### src/rtl/alu_pkg.sv
// ---------------------------------------------------------------------------
// alu_pkg -- shared definitions for the alu_seq sequential ALU.
//   * opcode values for the 4-bit func field
//   * bit positions inside the {C,N,V,Z} flag vector
//   * FSM state encoding
// Optional feature macro: ALU_SEQ_MUL_EN (adds the BUSY state used by MUL).
// ---------------------------------------------------------------------------
package alu_pkg;

  localparam logic [3:0] OP_ADD  = 4'h0;
  localparam logic [3:0] OP_ADC  = 4'h1;
  localparam logic [3:0] OP_SUB  = 4'h2;
  localparam logic [3:0] OP_LSL  = 4'h3;
  localparam logic [3:0] OP_LSR  = 4'h4;
  localparam logic [3:0] OP_AND  = 4'h5;
  localparam logic [3:0] OP_OR   = 4'h6;
  localparam logic [3:0] OP_XOR  = 4'h7;
  localparam logic [3:0] OP_MOV  = 4'h8;
  localparam logic [3:0] OP_AGEN = 4'h9;
  localparam logic [3:0] OP_MUL  = 4'hA;
  localparam logic [3:0] OP_BEQ  = 4'hB;
  localparam logic [3:0] OP_BNE  = 4'hC;
  localparam logic [3:0] OP_BLT  = 4'hD;
  localparam logic [3:0] OP_BGT  = 4'hE;
  localparam logic [3:0] OP_CMP  = 4'hF;

  // Flag vector layout is {C,N,V,Z} on bits [3:0]
  localparam int FLAG_C = 3;
  localparam int FLAG_N = 2;
  localparam int FLAG_V = 1;
  localparam int FLAG_Z = 0;

  typedef enum logic [1:0] {
    ST_IDLE = 2'd0,
`ifdef ALU_SEQ_MUL_EN
    ST_BUSY = 2'd1,
`endif
    ST_HOLD = 2'd2
  } state_t;

endpackage

### src/rtl/alu_seq_if.sv
// ---------------------------------------------------------------------------
// alu_seq_if -- request/result bus of the alu_seq ALU.
//   request : in_valid, in_ready, func, op0, op1, flag_in, flag_en
//   result  : out_valid, out_ready, q, flag_out ({C,N,V,Z})
// modport master : the requester (drives operands, consumes results)
// modport slave  : the ALU
// ---------------------------------------------------------------------------
interface alu_seq_if #(
  parameter int WIDTH  = 16,
  parameter int FLAG_W = 4
);
  logic              in_valid;
  logic              in_ready;
  logic [3:0]        func;
  logic [WIDTH-1:0]  op0;
  logic [WIDTH-1:0]  op1;
  logic [FLAG_W-1:0] flag_in;
  logic              flag_en;
  logic              out_valid;
  logic              out_ready;
  logic [WIDTH-1:0]  q;
  logic [FLAG_W-1:0] flag_out;

  modport master (
    output in_valid, func, op0, op1, flag_in, flag_en, out_ready,
    input  in_ready, out_valid, q, flag_out
  );

  modport slave (
    input  in_valid, func, op0, op1, flag_in, flag_en, out_ready,
    output in_ready, out_valid, q, flag_out
  );
endinterface

### src/rtl/alu_mul_iter.sv
// ---------------------------------------------------------------------------
// alu_mul_iter -- unsigned shift-add multiplier, one multiplier bit per cycle.
// Only built when ALU_SEQ_MUL_EN is defined.
//   clk, rst : clock, asynchronous active-high reset
//   start    : load operands a/b and begin (ignored while busy)
//   busy     : iterating (WIDTH cycles after start)
//   done     : one-cycle pulse once product is final
//   product  : 2*WIDTH-bit result, valid while done is high and afterwards
// ---------------------------------------------------------------------------
`ifdef ALU_SEQ_MUL_EN
module alu_mul_iter #(
  parameter int WIDTH = 16
) (
  input  logic               clk,
  input  logic               rst,
  input  logic               start,
  input  logic [WIDTH-1:0]   a,
  input  logic [WIDTH-1:0]   b,
  output logic               busy,
  output logic               done,
  output logic [2*WIDTH-1:0] product
);
  localparam int CW = $clog2(WIDTH);

  logic [CW-1:0]      cnt_reg;
  logic [2*WIDTH-1:0] acc_reg;
  logic [2*WIDTH-1:0] mcand_reg;
  logic [WIDTH-1:0]   mplier_reg;
  logic               busy_reg;
  logic               done_reg;

  always_ff @(posedge clk or posedge rst) begin
    if (rst) begin
      cnt_reg    <= '0;
      acc_reg    <= '0;
      mcand_reg  <= '0;
      mplier_reg <= '0;
      busy_reg   <= 1'b0;
      done_reg   <= 1'b0;
    end else begin
      done_reg <= 1'b0;
      if (start && !busy_reg) begin
        cnt_reg    <= '0;
        acc_reg    <= '0;
        mcand_reg  <= {{WIDTH{1'b0}}, a};
        mplier_reg <= b;
        busy_reg   <= 1'b1;
      end else if (busy_reg) begin
        // Add the shifted multiplicand for each set multiplier bit, LSB first
        if (mplier_reg[0]) begin
          acc_reg <= acc_reg + mcand_reg;
        end
        mcand_reg  <= mcand_reg << 1;
        mplier_reg <= mplier_reg >> 1;
        cnt_reg    <= cnt_reg + 1'b1;
        if (cnt_reg == CW'(WIDTH - 1)) begin
          busy_reg <= 1'b0;
          done_reg <= 1'b1;
        end
      end
    end
  end

  assign busy    = busy_reg;
  assign done    = done_reg;
  assign product = acc_reg;
endmodule
`endif

### src/rtl/alu_seq.sv
// ---------------------------------------------------------------------------
// alu_seq -- sequential ALU with valid/ready request and result handshakes.
//   clk : clock, all state on the rising edge
//   rst : asynchronous active-high reset
//   bus : alu_seq_if.slave (in_valid/in_ready, func, op0, op1, flag_in,
//         flag_en, out_valid/out_ready, q, flag_out {C,N,V,Z})
// Single-cycle ops complete on the accepting edge (IDLE -> HOLD). The result
// stays in HOLD until out_ready. With ALU_SEQ_MUL_EN defined, func A runs the
// iterative multiplier through BUSY; without it func A is a NOP (q=0).
// ---------------------------------------------------------------------------
module alu_seq
  import alu_pkg::*;
#(
  parameter int WIDTH  = 16,
  parameter int FLAG_W = 4
) (
  input logic     clk,
  input logic     rst,
  alu_seq_if.slave bus
);

  state_t            state_reg, state_next;
  logic [WIDTH-1:0]  q_reg, q_next;
  logic [FLAG_W-1:0] flag_reg, flag_next;

  // Combinational result of the request currently on the bus
  logic [WIDTH-1:0]  addend;
  logic              cin;
  logic [WIDTH:0]    sum;
  logic [WIDTH:0]    shl_ext;
  logic [WIDTH:0]    shr_ext;
  logic [WIDTH-1:0]  res;
  logic              res_c, res_v, take;
  logic [WIDTH-1:0]  alu_q;
  logic [FLAG_W-1:0] alu_flags;
  logic              load_q, load_flags;

  always_comb begin
    addend     = bus.op1;
    cin        = 1'b0;
    res        = '0;
    res_c      = 1'b0;
    res_v      = 1'b0;
    take       = 1'b0;
    load_q     = 1'b1;
    load_flags = bus.flag_en;

    if (bus.func == OP_SUB || bus.func == OP_CMP) begin
      addend = ~bus.op1;
      cin    = 1'b1;
    end else if (bus.func == OP_ADC) begin
      cin = bus.flag_in[FLAG_C];
    end
    sum = {1'b0, bus.op0} + {1'b0, addend} + {{WIDTH{1'b0}}, cin};

    // Shifts run one bit wider so the last bit shifted out lands in the
    // extra bit; amounts past WIDTH naturally yield zero result and C=0.
    shl_ext = {1'b0, bus.op0} << bus.op1;
    shr_ext = {bus.op0, 1'b0} >> bus.op1;

    case (bus.func)
      OP_ADD, OP_ADC, OP_SUB, OP_CMP: begin
        res   = sum[WIDTH-1:0];
        res_c = sum[WIDTH];
        res_v = (bus.op0[WIDTH-1] == addend[WIDTH-1]) &&
                (sum[WIDTH-1] != bus.op0[WIDTH-1]);
        if (bus.func == OP_CMP) begin
          load_q     = 1'b0;
          load_flags = 1'b1;
        end
      end
      OP_LSL: begin
        res   = shl_ext[WIDTH-1:0];
        res_c = shl_ext[WIDTH];
      end
      OP_LSR: begin
        res   = shr_ext[WIDTH:1];
        res_c = shr_ext[0];
      end
      OP_AND: res = bus.op0 & bus.op1;
      OP_OR:  res = bus.op0 | bus.op1;
      OP_XOR: res = bus.op0 ^ bus.op1;
      OP_MOV: res = bus.op1;
      OP_AGEN: begin
        res        = sum[WIDTH-1:0];
        load_flags = 1'b0;
      end
      OP_MUL: begin
        res        = '0;
        load_flags = 1'b0;
`ifdef ALU_SEQ_MUL_EN
        load_q     = 1'b0;   // result arrives later from the multiplier
`endif
      end
      default: begin
        // Branches: next PC is op0 when taken, op1 otherwise
        case (bus.func)
          OP_BEQ:  take = bus.flag_in[FLAG_Z];
          OP_BNE:  take = !bus.flag_in[FLAG_Z];
          OP_BLT:  take = bus.flag_in[FLAG_N] ^ bus.flag_in[FLAG_V];
          default: take = !(bus.flag_in[FLAG_N] ^ bus.flag_in[FLAG_V]) &&
                          !bus.flag_in[FLAG_Z];
        endcase
        res        = take ? bus.op0 : bus.op1;
        load_flags = 1'b0;
      end
    endcase

    alu_q             = res;
    alu_flags         = '0;
    alu_flags[FLAG_C] = res_c;
    alu_flags[FLAG_N] = res[WIDTH-1];
    alu_flags[FLAG_V] = res_v;
    alu_flags[FLAG_Z] = (res == '0);
  end

`ifdef ALU_SEQ_MUL_EN
  logic               mul_start;
  logic               mul_busy;
  logic               mul_done;
  logic [2*WIDTH-1:0] mul_product;
  logic [FLAG_W-1:0]  mul_flags;
  logic               flag_en_reg;

  alu_mul_iter #(.WIDTH(WIDTH)) u_mul (
    .clk     (clk),
    .rst     (rst),
    .start   (mul_start),
    .a       (bus.op0),
    .b       (bus.op1),
    .busy    (mul_busy),
    .done    (mul_done),
    .product (mul_product)
  );

  always_comb begin
    mul_flags         = '0;
    mul_flags[FLAG_C] = |mul_product[2*WIDTH-1:WIDTH];
    mul_flags[FLAG_N] = mul_product[WIDTH-1];
    mul_flags[FLAG_Z] = (mul_product[WIDTH-1:0] == '0);
  end

  // flag_en belongs to the request, so hold it until the product is ready
  always_ff @(posedge clk or posedge rst) begin
    if (rst) begin
      flag_en_reg <= 1'b0;
    end else if (mul_start) begin
      flag_en_reg <= bus.flag_en;
    end
  end
`endif

  always_ff @(posedge clk or posedge rst) begin
    if (rst) begin
      state_reg <= ST_IDLE;
      q_reg     <= '0;
      flag_reg  <= '0;
    end else begin
      state_reg <= state_next;
      q_reg     <= q_next;
      flag_reg  <= flag_next;
    end
  end

  always_comb begin
    state_next = state_reg;
    q_next     = q_reg;
    flag_next  = flag_reg;
`ifdef ALU_SEQ_MUL_EN
    mul_start  = 1'b0;
`endif
    case (state_reg)
      ST_IDLE: begin
        if (bus.in_valid) begin
          state_next = ST_HOLD;
          if (load_q)     q_next    = alu_q;
          if (load_flags) flag_next = alu_flags;
`ifdef ALU_SEQ_MUL_EN
          if (bus.func == OP_MUL) begin
            state_next = ST_BUSY;
            mul_start  = 1'b1;
          end
`endif
        end
      end
`ifdef ALU_SEQ_MUL_EN
      ST_BUSY: begin
        // done is a pulse issued after busy drops
        if (mul_done && !mul_busy) begin
          state_next = ST_HOLD;
          q_next     = mul_product[WIDTH-1:0];
          if (flag_en_reg) flag_next = mul_flags;
        end
      end
`endif
      ST_HOLD: begin
        if (bus.out_ready) state_next = ST_IDLE;
      end
      default: state_next = ST_IDLE;
    endcase
  end

  assign bus.in_ready  = (state_reg == ST_IDLE);
  assign bus.out_valid = (state_reg == ST_HOLD);
  assign bus.q         = q_reg;
  assign bus.flag_out  = flag_reg;

endmodule
### src/flat_wrapper.sv
// flat-port wrapper written by rule: the top's interface ports become plain ports
module alu_seq_flat import alu_pkg::*;
#(
  parameter int WIDTH  = 16,
  parameter int FLAG_W = 4
)
  (clk, rst, bus_in_valid, bus_func, bus_op0, bus_op1, bus_flag_in, bus_flag_en, bus_out_ready, bus_in_ready, bus_out_valid, bus_q, bus_flag_out);
  alu_seq_if #(.WIDTH(WIDTH), .FLAG_W(FLAG_W)) bus_i ();
  input logic clk;
  input logic rst;
  input wire logic [$bits(bus_i.in_valid)-1:0] bus_in_valid;
  input wire logic [$bits(bus_i.func)-1:0] bus_func;
  input wire logic [$bits(bus_i.op0)-1:0] bus_op0;
  input wire logic [$bits(bus_i.op1)-1:0] bus_op1;
  input wire logic [$bits(bus_i.flag_in)-1:0] bus_flag_in;
  input wire logic [$bits(bus_i.flag_en)-1:0] bus_flag_en;
  input wire logic [$bits(bus_i.out_ready)-1:0] bus_out_ready;
  output wire logic [$bits(bus_i.in_ready)-1:0] bus_in_ready;
  output wire logic [$bits(bus_i.out_valid)-1:0] bus_out_valid;
  output wire logic [$bits(bus_i.q)-1:0] bus_q;
  output wire logic [$bits(bus_i.flag_out)-1:0] bus_flag_out;
  assign bus_i.in_valid = bus_in_valid;
  assign bus_i.func = bus_func;
  assign bus_i.op0 = bus_op0;
  assign bus_i.op1 = bus_op1;
  assign bus_i.flag_in = bus_flag_in;
  assign bus_i.flag_en = bus_flag_en;
  assign bus_i.out_ready = bus_out_ready;
  assign bus_in_ready = bus_i.in_ready;
  assign bus_out_valid = bus_i.out_valid;
  assign bus_q = bus_i.q;
  assign bus_flag_out = bus_i.flag_out;
  alu_seq #(.WIDTH(WIDTH), .FLAG_W(FLAG_W)) u_core (.clk(clk), .rst(rst), .bus(bus_i));
endmodule
### config.mk
export PLATFORM = sky130hd
export DESIGN_NAME = alu_seq_flat
export DESIGN_NICKNAME = d
export VERILOG_FILES = /design/src/rtl/alu_pkg.sv /design/src/rtl/alu_seq_if.sv /design/src/rtl/alu_mul_iter.sv /design/src/rtl/alu_seq.sv /design/src/flat_wrapper.sv
export SDC_FILE = /design/constraint.sdc
export NUM_CORES = 1
export LEC_CHECK = 0
export CORE_MARGIN = 3
export CORE_UTILIZATION = 30
export DETAILED_ROUTE_END_ITERATION = 8
export GPL_TIMING_DRIVEN = 0
export HOLD_SLACK_MARGIN = 0.12
export PLACE_DENSITY = 0.6
export SLEW_MARGIN = 40
export SYNTH_ARGS = -nofsm -noshare
export SYNTH_HDL_FRONTEND = slang
export SYNTH_SLANG_ARGS = --single-unit
### constraint.sdc
create_clock -name clk -period 4.2 [get_ports clk]
set_clock_uncertainty 0.1 [all_clocks]
set_input_delay 0.42 -clock clk [delete_from_list [all_inputs] [get_ports clk]]
set_output_delay 0.42 -clock clk [all_outputs]
set_load 0.05 [all_outputs]
== Word-level counts from Yosys, hierarchy flattened ==
Cells that the tools add are included.
Cells by class
  $add $sub $neg: 2
  multipliers: 0
  div/mod/pow operators: 0
  magnitude comparators: 0
  equality and inequality tests: 19
  shift-type cells: 2
  mux-type cells: 16
  bitwise gates (word level): 5
  reductions and logical operators: 15
Operator list (number)
  case mux 16 bit (8 select lines): 1
  2-to-1 mux 16 bit: 2
  equality test 4 bit (second input constant): 7
  adder 16 x 16 -> 17 bit: 1
  adder 17 x 1 -> 17 bit: 1
  left shift 16 x 16 -> 17 bit: 1
  >> shifter 17 x 16 -> 17 bit: 1
  bitwise AND 16 bit: 1
  equality test 4 x 3 -> 1 bit (second input constant): 4
  logical NOT 16 bit: 1
  inverter 16 bit: 1
  bitwise OR 16 bit: 1
  bitwise XOR 16 bit: 1
  OR reduction 12 bit: 1
  equality test 4 x 2 -> 1 bit (second input constant): 2
  2-to-1 mux 1 bit: 7
  case mux 1 bit (3 select lines): 2
  AND reduction 3 bit: 2
  OR reduction 6 bit: 1
  OR reduction 5 bit: 1
  equality test 4 x 1 -> 1 bit (second input constant): 1
  logical NOT 4 bit: 1
  2-to-1 mux 2 bit: 2
  != test 2 bit (second input constant): 2
  12 further kinds: 14
Word-level totals
  register bits after elaboration: 22
  bits in latches: 0
  memory bits (writable): 0
  ROM bits: 0
  bits of input ports: 45
  output and inout bits: 22
  memories kept: 0

== Depth between registers and ports, before layout ==
Gate-level depths: netlist of the first run.
  depth in word-level cells: 8
  mapped depth: 19

== Worst setup path before layout of the first run ==
Ideal clock, no wire load.
  path kind: in2reg
  start point: input bus_func[0]
  end point: register u_core.flag_reg[0], in the netlist u_core.bus.flag_out[0]
  setup time: 103 ps
  arrival: 4877 ps
  data required time: 3997 ps
  slack: -880 ps
  stages on the path: 17
  path through: buf_2 -> buf_2 -> buf_1 -> buf_2 -> nor3_1 -> o21ai_1 -> clkbuf_1 -> xnor2_1 -> ha_1 -> and3_1 -> a2111oi_2 -> o21ai_0 -> xor2_1 -> a221oi_2 -> nand4_1 -> or4b_1 -> o41ai_2
Between the ends
  word-level cells in the longest chain between the ends: 7
  elaborated cells between the ends (all ways): 32
  those cells by class: add/sub: 2; eq/ne: 14; mux: 9; reduce/logical: 7
RTL lines
  start: declaration: line flat_wrapper.sv:12  | input wire logic [$bits(bus_i.func)-1:0] bus_func;
  equality test 4 x 2 -> 1 bit / equality test 4 bit (equally long branches): line alu_seq.sv:48, alu_seq.sv:61, alu_seq.sv:67
  logical OR 1 bit: line alu_seq.sv:48  | if (bus.func == OP_SUB || bus.func == OP_CMP) begin
  2-to-1 mux 16 bit: line alu_seq.sv:48
  adder 16 x 16 -> 17 bit: line alu_seq.sv:54  | sum = {1'b0, bus.op0} + {1'b0, addend} + {{WIDTH{1'b0}}, cin};
  adder 17 x 1 -> 17 bit: line alu_seq.sv:54
  case mux 16 bit (8 select lines): line alu_seq.sv:61  | case (bus.func)
  logical NOT 16 bit: line alu_seq.sv:114  | alu_flags[FLAG_Z] = (res == '0);
  end signal: assignment: line alu_seq.sv:161  | flag_reg <= flag_next;
  end: declaration: line alu_seq.sv:24  | logic [FLAG_W-1:0] flag_reg, flag_next;
Parallel ways exist; a longest one is shown, timed or not. The select of a mux whose other input is x is not followed.
A chain may end at the register's enable or synchronous reset.

== Final worst setup path of the first run ==
  start point: input bus_op1[2]
  end point: register u_core.flag_reg[0], in the netlist u_core.bus.flag_out[0]
Between the ends
  word-level cells in the longest chain between the ends: 6
  elaborated cells between the ends (all ways): 12
  those cells by class: add/sub: 2; shift: 2; mux: 3; bitwise: 4; reduce/logical: 1
RTL lines
  start: declaration: line flat_wrapper.sv:14  | input wire logic [$bits(bus_i.op1)-1:0] bus_op1;
  inverter 16 bit: line alu_seq.sv:49  | addend = ~bus.op1;
  2-to-1 mux 16 bit: line alu_seq.sv:48
  adder 16 x 16 -> 17 bit: line alu_seq.sv:54
  adder 17 x 1 -> 17 bit: line alu_seq.sv:54
  case mux 16 bit (8 select lines) *: line alu_seq.sv:61
  logical NOT 16 bit *: line alu_seq.sv:114
Every way passes the cells marked *; elsewhere a longest branch is shown, timed or not.

==> results of run 1 <==
-- area by class of cell --
cell class | instances | share of cell area
buffer | 35 | 0.0454
inverter | 39 | 0.0223
sequential | 21 | 0.0801
multi-input combinational | 536 | 0.666
tap | 216 | 0.0412
timing repair buffer | 94 | 0.133
clock buffer | 4 | 0.0120
-- repair_timing --
action / 4_1_cts / 5_1_grt
buffers inserted: 8 / 22
pin swaps: 13 / 24
setup endpoints to repair: 14 / 4
resized for setup: 39 / 43
-- cell usage in the layout, fill, tap and decap left out, types with 8 or more instances in the layout --
master,instances
o21ai_0,36
clkbuf_1,14
inv_1,36
nand2b_1,9
xnor2_1,20
mux2i_1,27
o211ai_1,11
nand3_1,14
ha_1,44
mux2_2,33
a21oi_1,41
nand2_1,52
buf_6,9
dfrtp_1,21
o22ai_1,8
buf_4,30
nor2_1,50
a221oi_1,9
clkdlybuf4s50_1,59
mux4_2,8
-- kinds of logic (layout without fill, tap and decap cells) --
logic type,after synthesis,count (layout),share of synthesized area
muxes,71,71,0.174
AOI/OAI and AO/OA,203,203,0.290
and+or+nand+nor,184,184,0.182
DFF,21,21,0.105
adders and majority gates,49,49,0.126
xor gates and xnor gates,29,29,0.0509
buffers and inverters,83,172,0.0720
-- metal layers --
layer,wire length [um],up-vias,track usage
li1,-,2597,-
met1,8380,2743,0.301
met2,9130,320,0.340
met3,1900,46,0.0287
met4,660,0,0.0493
met5,0,-,0
-- stage by stage --
step | cells | setup WS (ns) | total power (W)
6_report | 945 | 0.126 | 0.00175
2_1_floorplan | 640 | 0.00963 | 0.00105
3_5_place_dp | 920 | -1.24 | 0.00144
4_1_cts | 927 | 0.00500 | 0.00167
5_1_grt | 945 | -0.00959 | 0.00185
3_3_place_gp | 920 | -1.26 | 0.00144
-- how the worst min path moves through the flow --
stage                    start                     end  depth (start not counted)
2_1_floorplan              rst  u_core.bus.flag_out[0]                          1
3_3_place_gp   u_core.bus.q[6]         u_core.bus.q[6]                          2
3_5_place_dp   u_core.bus.q[7]         u_core.bus.q[7]                          2
4_1_cts        u_core.bus.q[2]         u_core.bus.q[2]                          2
5_1_grt        u_core.bus.q[2]         u_core.bus.q[2]                          2
6_report                   rst     u_core.state_reg[1]                          2
-- critical path, stage by stage --
cell             delay [ns]
clkdlybuf4s50_1        0.53
clkbuf_4               0.23
buf_6                  0.22
xnor2_1                0.15
ha_2                   0.33
and3_4                 0.20
a2111oi_4              0.46
o21ai_4                0.15
xor2_2                 0.19
a221oi_2               0.30
nand4_1                0.14
or4b_4                 0.51
o41ai_2                0.28
-- cell usage after synthesis (6+ instances only) --
master      n
a21oi_1    43
o21a_1      7
a21o_1      6
mux2i_1    27
buf_2      17
o22ai_1     8
a221oi_1   10
dfrtp_1    21
nand3_1    14
nand2b_1   10
a211oi_1    6
clkbuf_1   18
a31oi_1     7
mux4_2      8
o211ai_1   11
a2111oi_0   6
inv_1      38
ha_1       47
and2_1      6
nor3_1      8
and3_1      6
mux2_2     33
o21ai_0    38
nor2_1     51
nand4_1     7
nand2_1    52
xnor2_1    24
nor2b_1     8
-- where the power goes --
part | internal (W) | switching, W | total (W) | leakage [nW]
logic | 0.000496 | 0.000750 | 0.00125 | 2.41
registers | 0.000268 | 0.0000357 | 0.000304 | 0.264
clock network | 0.000129 | 0.0000697 | 0.000199 | 0.0382
total | 0.000894 | 0.000855 | 0.00175 | 2.71
==> flow_metrics.tcl, run 1 <==
set metrics [dict create \
    status "finished clean" \
    drt_wl_total_um 20100 \
    cts_tree "yes" \
    antenna_found_initial 0 \
    drt_first_iter_violations 631 \
    syn2layout_area_growth_pct 31.5 \
    hold_class "in -> async" \
    die_h_um 135 \
    synth_area_um2 4990 \
    hpwl_um 15600 \
    crit_type "in -> reg" \
    vias 5706 \
    cp-end-kind "register" \
    grt_pass1_wl_um 30400 \
    maxCapViolCount 0 \
    largest_register_ffs 16 \
    ys_seq_area_frac 0.105 \
    worst_skew_pair.late_latency_ns 0.25 \
    synth_flop_cell "dfrtp_1" \
    required_ns 4.25 \
    synth_area_leaders "ha_1, dfrtp_1, mux2_2" \
    crit_fanout 19 \
    yosys_warnings 0 \
    grt_pass1_vias 5212 \
    ys_ff_latch 21 \
    finalSetupViolCount 0 \
    multiInputGateArea_um2 4370 \
    wl_per_cell_um 21.2 \
    startpoint "bus_op1[2]" \
    fillers 1621 \
    gp_congestion 0.995 \
    syn_nets 734 \
    p_leak_nw 2.71 \
    fmax_mhz 245 \
    synth_cell_types 76 \
    ys_async_sr_fraction 1.00 \
    final_util 0.409 \
    dpl-instance-area_um2 6010 \
    fin_nets 824 \
    drive_gt1_frac 0.199 \
    yosysTopAreaCell "ha_1" \
    syn_inst 640 \
    clkTransAtPathRegs_ns 0.06 \
    ir_drop_v 0.000214 \
    regToRegSetupSlack_ns 2.16 \
    slew_headroom 0.486 \
    grt_util_all_layers 0.211 \
    antenna_cells 0 \
    fin_area_um2 6560 \
    numClockSinks 21 \
    cts_hold_buffers 0 \
    timing.final.crit_share 0.970 \
    finalMaxSlewViolations 0 \
    numPortBuffers 64 \
    post_drt_via_cell_ratio 6.04 \
    powerDensity_nw_per_um2 267 \
    timing.rr.end "u_core.bus.flag_out[0]" \
    start_util 0.311 \
    pin_count 67 \
    numCtsBuffers 3 \
    final.setup.tns_ns 0 \
    die_w_um 135 \
    max_slew.worst_pin.slew_ns 0.751 \
    worstSetupStartpointType "input port" \
    synth.avg_cell_area_um2 7.79 \
    cp_data_arrival_time_ns 4.12 \
    route.antenna.remaining_nets 0 \
    cts_root_buffer "clkbuf_16" \
    clock_path_buffers 2 \
    reg2reg_depth 6 \
    h-tree-depth 1 \
    hold_ws_ns 0.387 \
    report.final.hold_viol_count 0 \
    fp.coreArea_um2 16100 \
    overflow 0 \
    crit_path_end "u_core.bus.flag_out[0]" \
    drc 0 \
    dieArea_um2 18200 \
    synth-edff-count 0 \
    yosysTopAreaCellShare 0.118 \
    first_pass_iters 5 \
    finalCriticalPeriod_ns 4.07 \
    seq_area_um2 526 \
    r2r-start "u_core.state_reg[1]" \
    grt_max_degree 22 \
    core.rowCount 46 \
]
Power figures use the tool's default switching activity.
==> run 2: changes to the inputs <==
--- a/config.mk
+++ b/config.mk
@@ -5,12 +5,12 @@
 export SDC_FILE = /design/constraint.sdc
 export NUM_CORES = 1
 export LEC_CHECK = 0
-export CORE_MARGIN = 3
-export CORE_UTILIZATION = 30
+export CORE_MARGIN = 5
+export CORE_UTILIZATION = 43
 export DETAILED_ROUTE_END_ITERATION = 8
 export GPL_TIMING_DRIVEN = 0
 export HOLD_SLACK_MARGIN = 0.12
-export PLACE_DENSITY = 0.6
+export PLACE_DENSITY = 0.76
 export SLEW_MARGIN = 40
 export SYNTH_ARGS = -nofsm -noshare
 export SYNTH_HDL_FRONTEND = slang
==> run 2 against run 1 <==
Against the previous run:
- combinational power barely moved
- total power rose by 0.80%
- hold slack got worse by 0.0015 ns
- register-to-register slack got worse by 0.03 ns
- clock power rose by 3%
- setup slack got worse by 0.051 ns
- critical path depth rose by 2
- wire length rose by 6.2%
- largest power group unchanged
- global-route usage rose by 7.7 points
- via count rose by 3.5%
- flip-flop and latch count did not move
- die area fell by 24%
==> flow_metrics.tcl, run 2 (synthesis results as in run 1) <==
set metrics [dict create \
    cp-end-kind "register" \
    maxCapViolCount 0 \
    finalMaxSlewViolations 0 \
    largest_register_ffs 16 \
    hold_class "in -> async" \
    wl_per_cell_um 24.5 \
    p_leak_nw 2.68 \
    vias 5904 \
    path_cells "clkdlybuf4s50_1, buf_8, xnor2_1, inv_1, fa_2, nor2b_2, o2111ai_2, buf_4, a31oi_2, xnor2_1, nor2_2, nor3b_2, nand4b_1, or4b_4, o41ai_2" \
    timing.final.crit_share 0.982 \
    ir_drop_v 0.000331 \
    fp.coreArea_um2 11400 \
    worstSetupStartpointType "input port" \
    max_slew.worst_pin.slew_ns 0.816 \
    h-tree-depth 1 \
    clock_path_buffers 2 \
    grt_util_all_layers 0.288 \
    cpLargestDelayFamily "simple AND/OR/NAND/NOR gates" \
    crit_fanout 28 \
    core.rowCount 39 \
    fmax_mhz 242 \
    cts_root_buffer "clkbuf_16" \
    fin_nets 822 \
    required_ns 4.26 \
    cts_tree "yes" \
    report.final.hold_viol_count 0 \
    path_buf_inv 4 \
    gp_congestion 1.04 \
    antenna_found_initial 0 \
    pin_count 67 \
    clkTransAtPathRegs_ns 0.06 \
    crit_top_cell "xnor2_1" \
    dp.cells 847 \
    cp_data_arrival_time_ns 4.18 \
    pre_cts_ws_ns -1.36 \
    drt_wl_total_um 21300 \
    hpwl_um 16500 \
    cts_hold_buffers 0 \
    die_w_um 118 \
    crit_slowest_cell "clkdlybuf4s50_1" \
    slew_headroom 0.442 \
    crit_type "in -> reg" \
    die_h_um 118 \
    final_common_cell "clkdlybuf4s50_1" \
    cpPeakStageDelay_ns 0.63 \
    grt_pass1_wl_um 32500 \
    numClockSinks 21 \
    dieArea_um2 13900 \
    numPortBuffers 64 \
    finalSetupViolCount 0 \
    final_cell_mix "clkdlybuf4s50_1, nand2_1, nor2_1" \
    antenna_cells 0 \
    first_pass_iters 6 \
    status "finished clean" \
    grt_max_degree 29 \
    finalCriticalPeriod_ns 4.13 \
    powerDensity_nw_per_um2 275 \
    numCtsBuffers 3 \
    worst_skew_pair.late_latency_ns 0.26 \
    hold_ws_ns 0.386 \
    syn2layout_area_growth_pct 28.6 \
    finalNonFillerCells 870 \
    start_util 0.437 \
    final.setup.worst_slack_ns 0.0749 \
    overflow 0 \
    drive_gt1_frac 0.190 \
    grt_pass1_vias 5589 \
    fillers 1051 \
    post_drt_via_cell_ratio 6.79 \
    drc 0 \
    route.antenna.remaining_nets 0 \
    drt_first_iter_violations 811 \
]
==> run 2: cell count changes in the layout (fill, tap and decap cells not counted), sizes merged <==
cell and change:
clkinv +1, dlymetal6s2s -2, clkdlybuf4s50 +1, dlygate4sd2 +1, buf -3
==> run 2: layout make-up <==
cell class	instances	area, um2	share of cell area
buffer	35	284	0.0443
clock buffer	3	75.1	0.0117
clock inverter	1	5.00	0.000780
inverter	39	146	0.0228
multi-input combinational	536	4350	0.677
sequential	21	526	0.0819
tap	143	179	0.0279
timing repair buffer	92	857	0.134
==> run 2: power by group <==
| group | internal [W] | total [W] | switching, W |
|---|---|---|---|
| Clock | 0.000128 | 0.000205 | 0.0000770 |
| Sequential | 0.000268 | 0.000305 | 0.0000363 |
| Combinational | 0.000485 | 0.00125 | 0.000768 |
==> run 2: path summary, 6_finish.rpt <==
kind | from | to | slack, ns | cells past startpoint
worst max-delay path | bus_op1[1] | u_core.bus.flag_out[0] | 0.07 | 15
worst min-delay path | rst | u_core.bus.q[2] | 0.39 | 2
worst max register to register | u_core.state_reg[1] | u_core.bus.flag_out[0] | 2.13 | 6
worst min register to register | u_core.bus.q[10] | u_core.bus.q[10] | 0.39 | 2
max in group asynchronous | rst | u_core.bus.q[5] | 3.30 | 2
min in group clk | u_core.bus.q[10] | u_core.bus.q[10] | 0.39 | 2
==> run 2: metal layers <==
layer / global-route usage / routed length (um)
met2: 0.455 / 9380
met1: 0.404 / 9070
met3: 0.0490 / 1960
met5: 0 / 0
met4: 0.0846 / 898
==> run 2: stage by stage <==
step / TNS [ns] / area, um2 / total power [W] / utilization
2_1_floorplan: 0 / 5080 / 0.00105 / -
3_3_place_gp: -10.17 / 5900 / 0.00143 / 0.517
3_5_place_dp: -11.46 / 5920 / 0.00145 / 0.518
4_1_cts: 0 / 6250 / 0.00171 / 0.547
5_1_grt: -0.00267 / 6420 / 0.00184 / 0.562
6_report: 0 / 6420 / 0.00176 / 0.562
==> run 2: timing repair <==
| action | 4_1_cts | 5_1_grt |
|---|---|---|
| setup endpoints to repair | 15 | 4 |
| pin swaps | 17 | 20 |
| cloned | 0 | 0 |
| hold endpoints to repair | 0 | 0 |
| resized for setup | 44 | 27 |
| buffers inserted | 13 | 15 |
==> run 3: changes to the inputs <==
--- a/config.mk
+++ b/config.mk
@@ -7,6 +7,7 @@
 export LEC_CHECK = 0
 export CORE_MARGIN = 5
 export CORE_UTILIZATION = 43
+export CTS_BUF_LIST = sky130_fd_sc_hd__clkbuf_4 sky130_fd_sc_hd__clkbuf_8 sky130_fd_sc_hd__clkbuf_16
 export DETAILED_ROUTE_END_ITERATION = 8
 export GPL_TIMING_DRIVEN = 0
 export HOLD_SLACK_MARGIN = 0.12
==> results of run 3 <==
Final layout, timing and power as in run 2 (identical DEF).
